--- config.mk ---
export PLATFORM = sky130hd
export DESIGN_NAME = game_sequencer_flat
export DESIGN_NICKNAME = d
export VERILOG_FILES = /design/src/rtl/game_sequencer_if.sv /design/src/rtl/game_sequencer.sv /design/src/flat_wrapper.sv
export SDC_FILE = /design/constraint.sdc
export NUM_CORES = 1
export LEC_CHECK = 0
export CAP_MARGIN = 30
export CORE_MARGIN = 4
export CORE_UTILIZATION = 25
export DETAILED_ROUTE_END_ITERATION = 10
export DONT_BUFFER_PORTS = 1
export GPL_TIMING_DRIVEN = 0
export HOLD_SLACK_MARGIN = 0.03
export PLACE_DENSITY = 0.43
export RECOVER_POWER = 100
export SYNTH_ARGS = -nofsm -noshare
export SYNTH_HDL_FRONTEND = slang
export SYNTH_SLANG_ARGS = --single-unit
--- constraint.sdc ---
create_clock -name clk -period 3 [get_ports clk]
set_input_delay 0.6 -clock clk [delete_from_list [all_inputs] [get_ports clk]]
set_output_delay 0.6 -clock clk [all_outputs]
set_load 0.01 [all_outputs]
--- src/rtl/game_sequencer_if.sv ---
// Game-sequencer side-band bus: the screen-clear handshake with the drawer
// and the run/re-centre controls plus the y feedback of the ball datapath.
interface game_sequencer_if;
    logic       clear_req;
    logic       clear_done;
    logic       ball_reset;
    logic       ball_run;
    logic [9:0] ball_y;

    // The sequencer drives requests and ball controls and observes feedback.
    modport master (
        output clear_req,
        output ball_reset,
        output ball_run,
        input  clear_done,
        input  ball_y
    );

    // The drawer/ball datapath side sees the mirror image.
    modport slave (
        input  clear_req,
        input  ball_reset,
        input  ball_run,
        output clear_done,
        output ball_y
    );
endinterface

--- src/rtl/game_sequencer.sv ---
// Brick-breaker game-flow controller: start, screen clear, serve, play,
// life-lost pause, game over and win. Owns the life counter and detects the
// ball crossing below the paddle line. All outputs come straight from flops.
module game_sequencer #(
    parameter logic [9:0] PLAT_Y       = 10'd440,
    parameter logic [9:0] BALL_START_Y = 10'd300,
    parameter logic [7:0] PAUSE_FRAMES = 8'd60
) (
    input  logic                    clk,
    input  logic                    reset,
    input  logic                    start,
    input  logic                    launch,
    input  logic                    frame_tick,
    input  logic [7:0]              bricks_left,
    input  logic [9:0]              starting_lives,
    output logic [9:0]              lives,
    output logic [2:0]              state,
    output logic                    game_over,
    output logic                    game_won,
    game_sequencer_if.master        bus
);

    typedef enum logic [2:0] {
        ST_IDLE  = 3'd0,
        ST_CLEAR = 3'd1,
        ST_SERVE = 3'd2,
        ST_PLAY  = 3'd3,
        ST_PAUSE = 3'd4,
        ST_OVER  = 3'd5,
        ST_WON   = 3'd6
    } state_e;

    state_e     state_r,      state_nxt_s;
    logic [9:0] lives_r,      lives_nxt_s;
    logic       clear_req_r,  clear_req_nxt_s;
    logic       ball_reset_r, ball_reset_nxt_s;
    logic       ball_run_r,   ball_run_nxt_s;
    logic       game_over_r,  game_over_nxt_s;
    logic       game_won_r,   game_won_nxt_s;
    logic [7:0] pause_cnt_r,  pause_cnt_nxt_s;
    logic [9:0] prev_y_r;
    logic       start_q_r;
    logic       launch_q_r;

    logic       start_edge_s;
    logic       launch_edge_s;
    logic       cross_s;

    // A zero life request would start a game that is already lost.
    function automatic logic [9:0] load_lives(input logic [9:0] req);
        return (req == 10'd0) ? 10'd1 : req;
    endfunction

    assign start_edge_s  = start  & ~start_q_r;
    assign launch_edge_s = launch & ~launch_q_r;
    assign cross_s       = (bus.ball_y > PLAT_Y) && (prev_y_r <= PLAT_Y);

    assign bus.clear_req  = clear_req_r;
    assign bus.ball_reset = ball_reset_r;
    assign bus.ball_run   = ball_run_r;
    assign lives          = lives_r;
    assign state          = state_r;
    assign game_over      = game_over_r;
    assign game_won       = game_won_r;

    // State, output and tracking registers; keys reset high so a held key gives no edge.
    always_ff @(posedge clk or posedge reset) begin
        if (reset) begin
            state_r      <= ST_IDLE;
            lives_r      <= 10'd0;
            clear_req_r  <= 1'b0;
            ball_reset_r <= 1'b0;
            ball_run_r   <= 1'b0;
            game_over_r  <= 1'b0;
            game_won_r   <= 1'b0;
            pause_cnt_r  <= 8'd0;
            prev_y_r     <= BALL_START_Y;
            start_q_r    <= 1'b1;
            launch_q_r   <= 1'b1;
        end else begin
            state_r      <= state_nxt_s;
            lives_r      <= lives_nxt_s;
            clear_req_r  <= clear_req_nxt_s;
            ball_reset_r <= ball_reset_nxt_s;
            ball_run_r   <= ball_run_nxt_s;
            game_over_r  <= game_over_nxt_s;
            game_won_r   <= game_won_nxt_s;
            pause_cnt_r  <= pause_cnt_nxt_s;
            prev_y_r     <= ball_reset_nxt_s ? BALL_START_Y : bus.ball_y;
            start_q_r    <= start;
            launch_q_r   <= launch;
        end
    end

    // Next-state and next-output decode; everything holds unless a state acts.
    always_comb begin
        state_nxt_s      = state_r;
        lives_nxt_s      = lives_r;
        clear_req_nxt_s  = clear_req_r;
        ball_reset_nxt_s = 1'b0;
        ball_run_nxt_s   = ball_run_r;
        game_over_nxt_s  = game_over_r;
        game_won_nxt_s   = game_won_r;
        pause_cnt_nxt_s  = pause_cnt_r;

        case (state_r)
            ST_IDLE, ST_OVER, ST_WON: begin
                if (start_edge_s) begin
                    lives_nxt_s     = load_lives(starting_lives);
                    clear_req_nxt_s = 1'b1;
                    game_over_nxt_s = 1'b0;
                    game_won_nxt_s  = 1'b0;
                    state_nxt_s     = ST_CLEAR;
                end else begin
                    state_nxt_s = state_r;
                end
            end
            ST_CLEAR: begin
                if (bus.clear_done) begin
                    clear_req_nxt_s  = 1'b0;
                    ball_reset_nxt_s = 1'b1;
                    state_nxt_s      = ST_SERVE;
                end else begin
                    clear_req_nxt_s = 1'b1;
                end
            end
            ST_SERVE: begin
                if (launch_edge_s) begin
                    ball_run_nxt_s = 1'b1;
                    state_nxt_s    = ST_PLAY;
                end else begin
                    ball_run_nxt_s = 1'b0;
                end
            end
            ST_PLAY: begin
                // A cleared brick map wins even if the ball drops the same cycle.
                if (bricks_left == 8'd0) begin
                    ball_run_nxt_s = 1'b0;
                    game_won_nxt_s = 1'b1;
                    state_nxt_s    = ST_WON;
                end else if (cross_s && (lives_r <= 10'd1)) begin
                    lives_nxt_s     = 10'd0;
                    ball_run_nxt_s  = 1'b0;
                    game_over_nxt_s = 1'b1;
                    state_nxt_s     = ST_OVER;
                end else if (cross_s) begin
                    lives_nxt_s     = lives_r - 10'd1;
                    ball_run_nxt_s  = 1'b0;
                    pause_cnt_nxt_s = PAUSE_FRAMES;
                    state_nxt_s     = ST_PAUSE;
                end else begin
                    ball_run_nxt_s = 1'b1;
                end
            end
            ST_PAUSE: begin
                // Counter of 1 (or an unexpected 0) ends the pause on this tick.
                if (frame_tick && (pause_cnt_r <= 8'd1)) begin
                    pause_cnt_nxt_s  = 8'd0;
                    ball_reset_nxt_s = 1'b1;
                    state_nxt_s      = ST_SERVE;
                end else if (frame_tick) begin
                    pause_cnt_nxt_s = pause_cnt_r - 8'd1;
                end else begin
                    pause_cnt_nxt_s = pause_cnt_r;
                end
            end
            default: begin
                state_nxt_s     = ST_IDLE;
                clear_req_nxt_s = 1'b0;
                ball_run_nxt_s  = 1'b0;
                game_over_nxt_s = 1'b0;
                game_won_nxt_s  = 1'b0;
                pause_cnt_nxt_s = 8'd0;
            end
        endcase
    end

endmodule

--- src/flat_wrapper.sv ---
// flat-port wrapper written by rule: the top's interface ports become plain ports
module game_sequencer_flat 
#(
    parameter logic [9:0] PLAT_Y       = 10'd440,
    parameter logic [9:0] BALL_START_Y = 10'd300,
    parameter logic [7:0] PAUSE_FRAMES = 8'd60
)
  (clk, reset, start, launch, frame_tick, bricks_left, starting_lives, lives, state, game_over, game_won, bus_clear_req, bus_ball_reset, bus_ball_run, bus_clear_done, bus_ball_y);
  game_sequencer_if bus_i ();
  input  logic clk;
  input  logic reset;
  input  logic start;
  input  logic launch;
  input  logic frame_tick;
  input  logic [7:0] bricks_left;
  input  logic [9:0] starting_lives;
  output logic [9:0] lives;
  output logic [2:0] state;
  output logic game_over;
  output logic game_won;
  output wire logic [$bits(bus_i.clear_req)-1:0] bus_clear_req;
  output wire logic [$bits(bus_i.ball_reset)-1:0] bus_ball_reset;
  output wire logic [$bits(bus_i.ball_run)-1:0] bus_ball_run;
  input wire logic [$bits(bus_i.clear_done)-1:0] bus_clear_done;
  input wire logic [$bits(bus_i.ball_y)-1:0] bus_ball_y;
  assign bus_clear_req = bus_i.clear_req;
  assign bus_ball_reset = bus_i.ball_reset;
  assign bus_ball_run = bus_i.ball_run;
  assign bus_i.clear_done = bus_clear_done;
  assign bus_i.ball_y = bus_ball_y;
  game_sequencer #(.PLAT_Y(PLAT_Y), .BALL_START_Y(BALL_START_Y), .PAUSE_FRAMES(PAUSE_FRAMES)) u_core (.clk(clk), .reset(reset), .start(start), .launch(launch), .frame_tick(frame_tick), .bricks_left(bricks_left), .starting_lives(starting_lives), .lives(lives), .state(state), .game_over(game_over), .game_won(game_won), .bus(bus_i));
endmodule
* Word level (Yosys, flattened, before mapping) *
Index checks and enable logic that the tools add are counted.

word-level totals
  word-level logic and storage cells = 98
  bits in registers = 38

cells by class
  multiplexer cells = 38
  add/sub/neg operators = 2
  magnitude comparators = 4
  equal/unequal tests = 18
  reductions and logical operators = 18
  bitwise gates (word level) = 7

operators with widths
  kind                     count
  $mux W10                 6
  $mux W8                  5
  $pmux W8 S3              1
  $mux W3                  7
  $pmux W10 S2             1
  $pmux W3 S5              1
  $mux W1                  12
  $ne A2 B1 Y1 const B     6
  $pmux W1 S3              4
  $gt A10 B9 Y1 const B    1
  $le A10 B1 Y1 const B    1
  $le A10 B9 Y1 const B    1
  $logic_not A10 Y1        1
  $reduce_and A5 Y1        2
  $reduce_or A5 Y1         2
  $sub A10 B1 Y10 const B  1
  $eq A3 B3 Y1 const B     3
  $reduce_or A3 Y1         3
  $le A8 B1 Y1 const B     1
  $logic_not A8 Y1         1
  $reduce_and A4 Y1        2
  $sub A8 B1 Y8 const B    1
  $eq A3 B2 Y1 const B     2
  $ne A2 B2 Y1 const B     3
  12 further kinds         19

* Longest topological paths before layout *
Gate-level depths: netlist of the first run.

  word-level depth = 6
  depth in mapped cells = 9
  mapped depth without buffers = 8

* Least setup slack after synthesis of the first run *
No wires, ideal clock.

  path kind = input -> register
  start = in bus_ball_y[6]
  end = reg u_core.lives_r[3], in the netlist u_core.lives[3]
  required time = 2.869 ns
  cell stages on the path = 6
  buffers on the path = 0
  arrival = 2.166 ns
  library setup time = 0.131 ns
  path slack = 0.703 ns
  cell sequence = or4_1 > a41oi_2 > nor4_1 > o22ai_2 > nor4_1 > or3_1

on the way
  word-level cells in the longest chain between the ends = 6
  elaborated cells on any way between the ends = 8
  those cells by class = order compare (1); eq/ne (1); mux (3); reduce/logical (3)

ends and longest elaborated chain
  element                  line                   source
  start, declared          flat_wrapper.sv:25     input wire logic [$bits(bus_i.ball_y)-1:0] bus_ball_y;
  $gt A10 B9 Y1 (*)        game_sequencer.sv:56   assign cross_s = (bus.ball_y > PLAT_Y) && (prev_y_r <= PLAT_Y);
  $logic_and A1 B1 Y1 (*)  game_sequencer.sv:56
  $logic_and A1 B1 Y1      game_sequencer.sv:141  end else if (cross_s && (lives_r <= 10'd1)) begin
  $mux W10                 game_sequencer.sv:141
  $mux W10                 game_sequencer.sv:137  if (bricks_left == 8'd0) begin
  $pmux W10 S2             game_sequencer.sv:106  case (state_r)
  end signal, assigned     game_sequencer.sv:82   lives_r <= lives_nxt_s;
  end, declared            game_sequencer.sv:34   logic [9:0] lives_r, lives_nxt_s;

Mark *: on every way between the ends. The rest lies on a longest branch, timed or not. The select of a mux whose other input is x is not followed.
A chain may end at the register's enable or synchronous reset.

* Worst setup path in the final report of the first run *
  start = reg u_core.lives_r[7], in the netlist u_core.lives[7]
  end = reg u_core.lives_r[3], in the netlist u_core.lives[3]

on the way
  word-level cells in the longest chain between the ends = 5
  elaborated cells on any way between the ends = 7
  those cells by class = order compare (1); eq/ne (1); mux (3); reduce/logical (2)

ends and longest elaborated chain
  element                  line
  $le A10 B1 Y1 (*)        game_sequencer.sv:141
  $logic_and A1 B1 Y1 (*)  game_sequencer.sv:141
  $mux W10                 game_sequencer.sv:141
  $mux W10                 game_sequencer.sv:137
  $pmux W10 S2             game_sequencer.sv:106

Marked as above.

==> out/metrics.csv, run 1 <==
stage,metric,value,unit
timing,RSZ-0062 raised after global routing,no,
clock_network,# clock sinks,38,
synthesis,Synth Area in XOR/XNOR,0,%
power,Power Dens Cells,1080,nW/um^2
synthesis,Synth warnings,0,
layout,layout cells sized above 1,8.10,%
power,sw frac,44.8,%
worst_setup_path,CP endpoint kind,flip-flop,
synthesis,post-synthesis sequential area ratio,41.0,%
timing,Slew headroom,0.0497,%
worst_setup_path,CP Max Fanout,10,
clock_network,Resized cells post-CTS,0,
synthesis,post-synthesis mux area share,0.428,%
synthesis,Netlist cell types,53,
synthesis,synthesized net count,314,
layout,# diodes,0,
clock_network,total CTS buffers,5,
floorplan,IO Pins,52,
synthesis,post-synthesis compound-gate area fraction,25.4,%
timing,Final WS setup,0.288,ns
clock_network,CTS tree,built,
worst_setup_path,crit path DAT,2.88,ns
run_status,status,"finished, violations left",
floorplan,Die ar.,11000,sq um
run_status,failing checks,capacitance limit,
global_route,Total GRT Usage,12.8,%
drt,via/cell ratio,5.34,
drt,Final Routed Wirelength,6770,um
clock_network,CTS max path bufs,2,
worst_hold_path,HP Class,input pin to flip-flop,
synthesis,register bit total from synthesis,38,
floorplan,Initial Util,25.5,%
synthesis,post-synthesis adder-cell area fraction,2.14,%
layout,# fillers,984,
clock_network,clock transition at the registers of the reported paths,0.08,ns
worst_setup_path,critical path's slowest cell,nor4_1,
worst_setup_path,CP required,3.17,ns
power,Gate power share,46.0,%
clock_network,CTS Root Cell,clkbuf_8,
floorplan,die width,105,um
timing,Final min period,2.71,ns
layout,synthesis-to-finish area growth,11.2,%
worst_setup_path,Buf/Inv on CP,1,
synthesis,top-area cell type share of the netlist area,34.3,%
layout,design area,2600,sq um
power,internal power,1.55,mW
synthesis,main combinational cell family by area after synthesis,simple AND/OR/NAND/NOR gates,
synthesis,"Primary FF master, synth",dfrtp_1,
synthesis,largest cells by area after synthesis,"dfrtp_1 34%, dfstp_2 6.7%, a21oi_1 5.8%",
synthesis,Mapped Avg Cell Area,8.47,sq um
worst_setup_path,crit-path leading delay family,simple AND/OR/NAND/NOR gates,
placement,PortBufs,0,
power,worst vdd ir,297,uV
clock_network,htree depth,2,
timing,final slew viol count,0,
drt,DRT iter0 DRCs,86,
drt,Post-route DRC,0,
timing,Fmax,0.369,GHz
synthesis,synthesized instance count,276,
drt,DRT Pass-1 Iters,4,
synthesis,Post-synth EDFFs,0,
worst_setup_path,Critical Setup Path Class,flip-flop to flip-flop,
global_route,largest net degree at the start of global routing,39,
global_route,initial antenna violation count,0,
timing,WHS,0.298,ns
worst_setup_path,Startpoint Class,flip-flop,
global_route,first-pass GRT wire length,11400,um
floorplan,die height,105,um
synthesis,Simple-Gate Fraction of Synth Area,26.6,%
floorplan,Core Footprint,9150,sq um
drt,total vias in the final route,2110,
power,Leak Pwr,1.04,nW
clock_network,postcts setup bufs,0,
timing,clock skew after layout,0.00758,ns
timing,Final period util,90.4,%
job,Max Cap Viol,1,
drt,Final ANT Viol Nets,0,
placement,Placed Area,2480,sq um
power,Flop pwr share,34.9,%
layout,number of nets in the layout,321,
placement,gpl congestion,0.802,
global_route,grt total ovfl,0,
placement,HPWL after DPL,5080,um
drt,post-DR wirelength/cell,17.1,um
timing,Worst Max-Slew Pin Slew,1.50,ns
synthesis,post-synth top area cell,dfrtp_1,
timing,setup TNS,0,ns
power,Clock power frac,19.1,%
timing,final setup violation count,0,
power,total power,2.81,mW
worst_setup_path,Crit path largest cell delay,0.60,ns
clock_network,CTS Hold Buffers Added,0,
timing,Hold Fails Final Rpt,0,
synthesis,asr flop ratio synth,100,%
clock_network,clk_lat worst skew,0.29,ns
synthesis,mapped cell area,2340,sq um
floorplan,# rows,35,
worst_setup_path,crit-path cells,nor4_1 > nand3_1 > o31ai_1 > clkbuf_2 > nor2_1 > or3_1,
power,P_sw,1.26,mW
placement,"worst slack, placed",0.369,ns
global_route,vias in the first global route,2161,
metrics by stage:
stage	std cells	util [%]
after global placement	387	27.1
final	395	28.4
after global routing	395	28.4
after CTS	395	28.6
after detailed placement	387	27.1
after floorplan	276	-
logic make-up (layout without fill, tap and decap cells):
family / count (synthesis) / count (layout)
and+or+nand+nor: 117 / 117
DFF: 38 / 38
AOI/OAI and AO/OA: 92 / 92
buffers and inverters: 24 / 32
muxes: 1 / 1
adders and majority gates: 4 / 4
layout make-up:
cell class / count / area [sq um] / share of cell area (%)
multi-input combinational: 214 / 1260 / 48.6
clock buffer: 5 / 68.8 / 2.65
sequential: 38 / 958 / 36.9
inverter: 9 / 33.8 / 1.30
buffer: 15 / 67.6 / 2.60
tap: 111 / 139 / 5.34
clock inverter: 3 / 68.8 / 2.65
synthesized netlist by cell type, types with 2 or more instances:
cell type and count:
dfrtp_1 32, a21oi_1 27, o21ai_0 26, nor2_1 22, nand2_1 21, nor3_1 18, inv_1 9, nor4_1 9
and2_1 8, clkbuf_1 8, nand2b_1 8, dfstp_2 6, or3_1 6, buf_2 5, nand3_1 5, nor2b_1 5
a21o_1 4, a31oi_1 4, and3_1 4, ha_1 4, o32a_1 4, nor3b_1 3, a211oi_1 2, a22oi_1 2
o211ai_1 2, o22ai_1 2, o2bb2ai_1 2, or2_2 2, or4_1 2
power groups by stage:
| stage | registers, mW | clock network [mW] | logic (mW) |
|---|---|---|---|
| after floorplan | 0.922 | 0 | 1.02 |
| after global placement | 0.994 | 0 | 1.31 |
| after detailed placement | 0.998 | 0 | 1.30 |
| after CTS | 0.987 | 0.554 | 1.31 |
| after global routing | 1.02 | 0.571 | 1.47 |
| final | 0.980 | 0.537 | 1.29 |
sequential cells by signal, indices dropped and copies added, names as in the netlist:
name	cells
u_core.game_over	1
u_core.bus.clear_req	1
u_core.game_won	1
u_core.pause_cnt_r	8
u_core.state	3
u_core.bus.ball_run	1
u_core.lives	10
u_core.launch_q_r	1
u_core.start_q_r	1
u_core.prev_y_r	10
u_core.bus.ball_reset	1
layout by cell type (no fill, tap or decap), types with 9 or more instances in the layout:
cell and instances:
dfrtp_1 32, a21oi_1 27, o21ai_0 27, nor2_1 22
nand2_1 21, nor3_1 18, clkbuf_1 10, nor4_1 9
inv_1 9
final timing paths:
check	start	endpoint	slack, ns	cells after the start
setup / recovery	u_core.lives[7]	u_core.lives[3]	0.29	6
hold / removal	launch	u_core.launch_q_r	0.30	0
setup reg to reg	u_core.lives[7]	u_core.lives[3]	0.29	6
hold reg to reg	u_core.pause_cnt_r[1]	u_core.pause_cnt_r[1]	0.54	1
max in group asynchronous	reset	u_core.lives[4]	1.48	1
min in group asynchronous	reset	u_core.bus.ball_run	0.65	1
routing by layer:
metal / vias up / global-route usage [%] / wire [um]
met5: - / 0 / 0
met4: 0 / 2.81 / 51
met3: 4 / 3.40 / 393
met2: 57 / 20.6 / 3140
met1: 1017 / 17.2 / 3190
li1: 1032 / - / -
Power figures use the tool's default switching activity.
==> run 2, diff against run 1 <==
- CORE_UTILIZATION: 25 -> 30
- PLACE_DENSITY: 0.43 -> 0.49
==> out/metrics.csv, run 2 (synthesized netlist as in run 1, its figures left out) <==
stage,metric,value,unit
layout,# diodes,0,
clock_network,total CTS buffers,5,
clock_network,CTS Root Cell,clkbuf_8,
placement,Placed Area,2460,sq um
timing,Hold Fails Final Rpt,0,
clock_network,htree depth,2,
power,Gate power share,45.7,%
global_route,largest net degree at the start of global routing,39,
global_route,Total GRT Usage,15.1,%
layout,most frequent cells in the layout,"32 x dfrtp_1, 27 x a21oi_1, 27 x o21ai_0",
floorplan,Initial Util,31.5,%
placement,gpl congestion,0.845,
clock_network,postcts setup bufs,0,
drt,via/cell ratio,5.44,
power,worst vdd ir,258,uV
placement,PortBufs,0,
global_route,met2 Use GR,22.4,%
clock_network,clock transition at the registers of the reported paths,0.09,ns
worst_hold_path,HP Class,input pin to flip-flop,
global_route,first-pass GRT wire length,10700,um
timing,final slew viol count,0,
drt,Final Routed Wirelength,6510,um
worst_setup_path,Startpoint Class,input pin,
global_route,GR Util met1,21.0,%
timing,Worst Max-Slew Pin Slew,1.43,ns
placement,dpl cells,375,
drt,total vias in the final route,2083,
power,Power Dens Cells,1080,nW/um^2
worst_setup_path,r2r setup slk,0.31,ns
global_route,initial antenna violation count,0,
floorplan,IO Pins,52,
floorplan,die width,96.3,um
floorplan,# rows,31,
layout,Finished Core Util,34.9,%
layout,design area,2580,sq um
timing,WHS,0.290,ns
clock_network,CTS Hold Buffers Added,0,
timing,Slew headroom,4.37,%
job,Max Cap Viol,0,
timing,RSZ-0062 raised after global routing,no,
timing,Final period util,91.2,%
layout,synthesis-to-finish area growth,10.5,%
clock_network,clk_lat worst skew,0.30,ns
power,Clock power frac,19.3,%
timing,Final min period,2.74,ns
power,Flop pwr share,35.0,%
timing,clock skew after layout,0.00582,ns
floorplan,Core Footprint,7410,sq um
clock_network,CTS tree,built,
power,sw frac,44.8,%
layout,"commonest non-fill, non-tap cell in the layout",dfrtp_1,
worst_setup_path,Critical Setup Path Class,input pin to flip-flop,
floorplan,die height,96.3,um
global_route,vias in the first global route,2091,
power,internal power,1.54,mW
drt,post-DR wirelength/cell,17.0,um
power,Leak Pwr,1.03,nW
timing,setup TNS,0,ns
global_route,met3 Track Usage GR,4.22,%
global_route,grt total ovfl,0,
worst_setup_path,CP required,3.16,ns
clock_network,# clock sinks,38,
clock_network,Resized cells post-CTS,0,
run_status,status,finished clean,
power,P_sw,1.25,mW
timing,Fmax,0.365,GHz
clock_network,CTS max path bufs,2,
worst_setup_path,CP endpoint kind,flip-flop,
worst_setup_path,CP Max Fanout,10,
worst_setup_path,crit path DAT,2.90,ns
drt,DRT iter0 DRCs,171,
global_route,gr busiest metal,met2,
layout,number of nets in the layout,321,
drt,DRT Pass-1 Iters,4,
layout,Post-Layout Cell Count,383,
drt,Final ANT Viol Nets,0,
drt,Post-route DRC,0,
floorplan,Die ar.,9270,sq um
timing,final setup violation count,0,
layout,# fillers,777,
layout,layout cells sized above 1,8.10,%
placement,HPWL after DPL,4860,um
## run 2: final timing paths
check | start | end | cells past startpoint
min in group asynchronous | reset | u_core.pause_cnt_r[1] | 1
hold reg to reg | u_core.pause_cnt_r[1] | u_core.pause_cnt_r[1] | 1
setup / recovery | bus_ball_y[6] | u_core.lives[9] | 6
hold / removal | launch | u_core.launch_q_r | 0
setup reg to reg | u_core.prev_y_r[5] | u_core.lives[9] | 6
max in group asynchronous | reset | u_core.prev_y_r[9] | 1
## run 2: power groups by stage
stage / clock, mW / combinational (mW) / sequential (mW)
3_3_place_gp: 0 / 1.30 / 0.987
3_5_place_dp: 0 / 1.29 / 0.992
5_1_grt: 0.575 / 1.46 / 1.01
6_report: 0.537 / 1.27 / 0.973
4_1_cts: 0.552 / 1.30 / 0.981
2_1_floorplan: 0 / 1.02 / 0.922
## run 2: per-stage QoR
stage / total power [mW] / setup WS [ns]
2_1_floorplan: 1.94 / 0.703
4_1_cts: 2.84 / 0.408
5_1_grt: 3.04 / 0.131
3_5_place_dp: 2.29 / 0.363
6_report: 2.78 / 0.263
3_3_place_gp: 2.28 / 0.381
## run 2: routing by layer
layer	wire length [um]	share of wire, %
met5	0	0
met3	430	6.6
met1	3050	47
met4	83	1.3
met2	2950	45
## run 2: critical path, stage by stage
cell	delay (ns)
or4_1	0.53
a41oi_2	0.36
nor4_1	0.12
o22ai_1	0.69
clkbuf_1	0.41
o21ai_0	0.18
## run 2: area by class of cell
type / count / area, sq um / area share (%)
Multi-Input combinational cell: 214 / 1270 / 49.1
Sequential cell: 38 / 958 / 37.1
Tap cell: 99 / 124 / 4.80
Clock buffer: 5 / 68.8 / 2.66
Clock inverter: 3 / 68.8 / 2.66
Buffer: 15 / 60.1 / 2.33
Inverter: 9 / 33.8 / 1.31
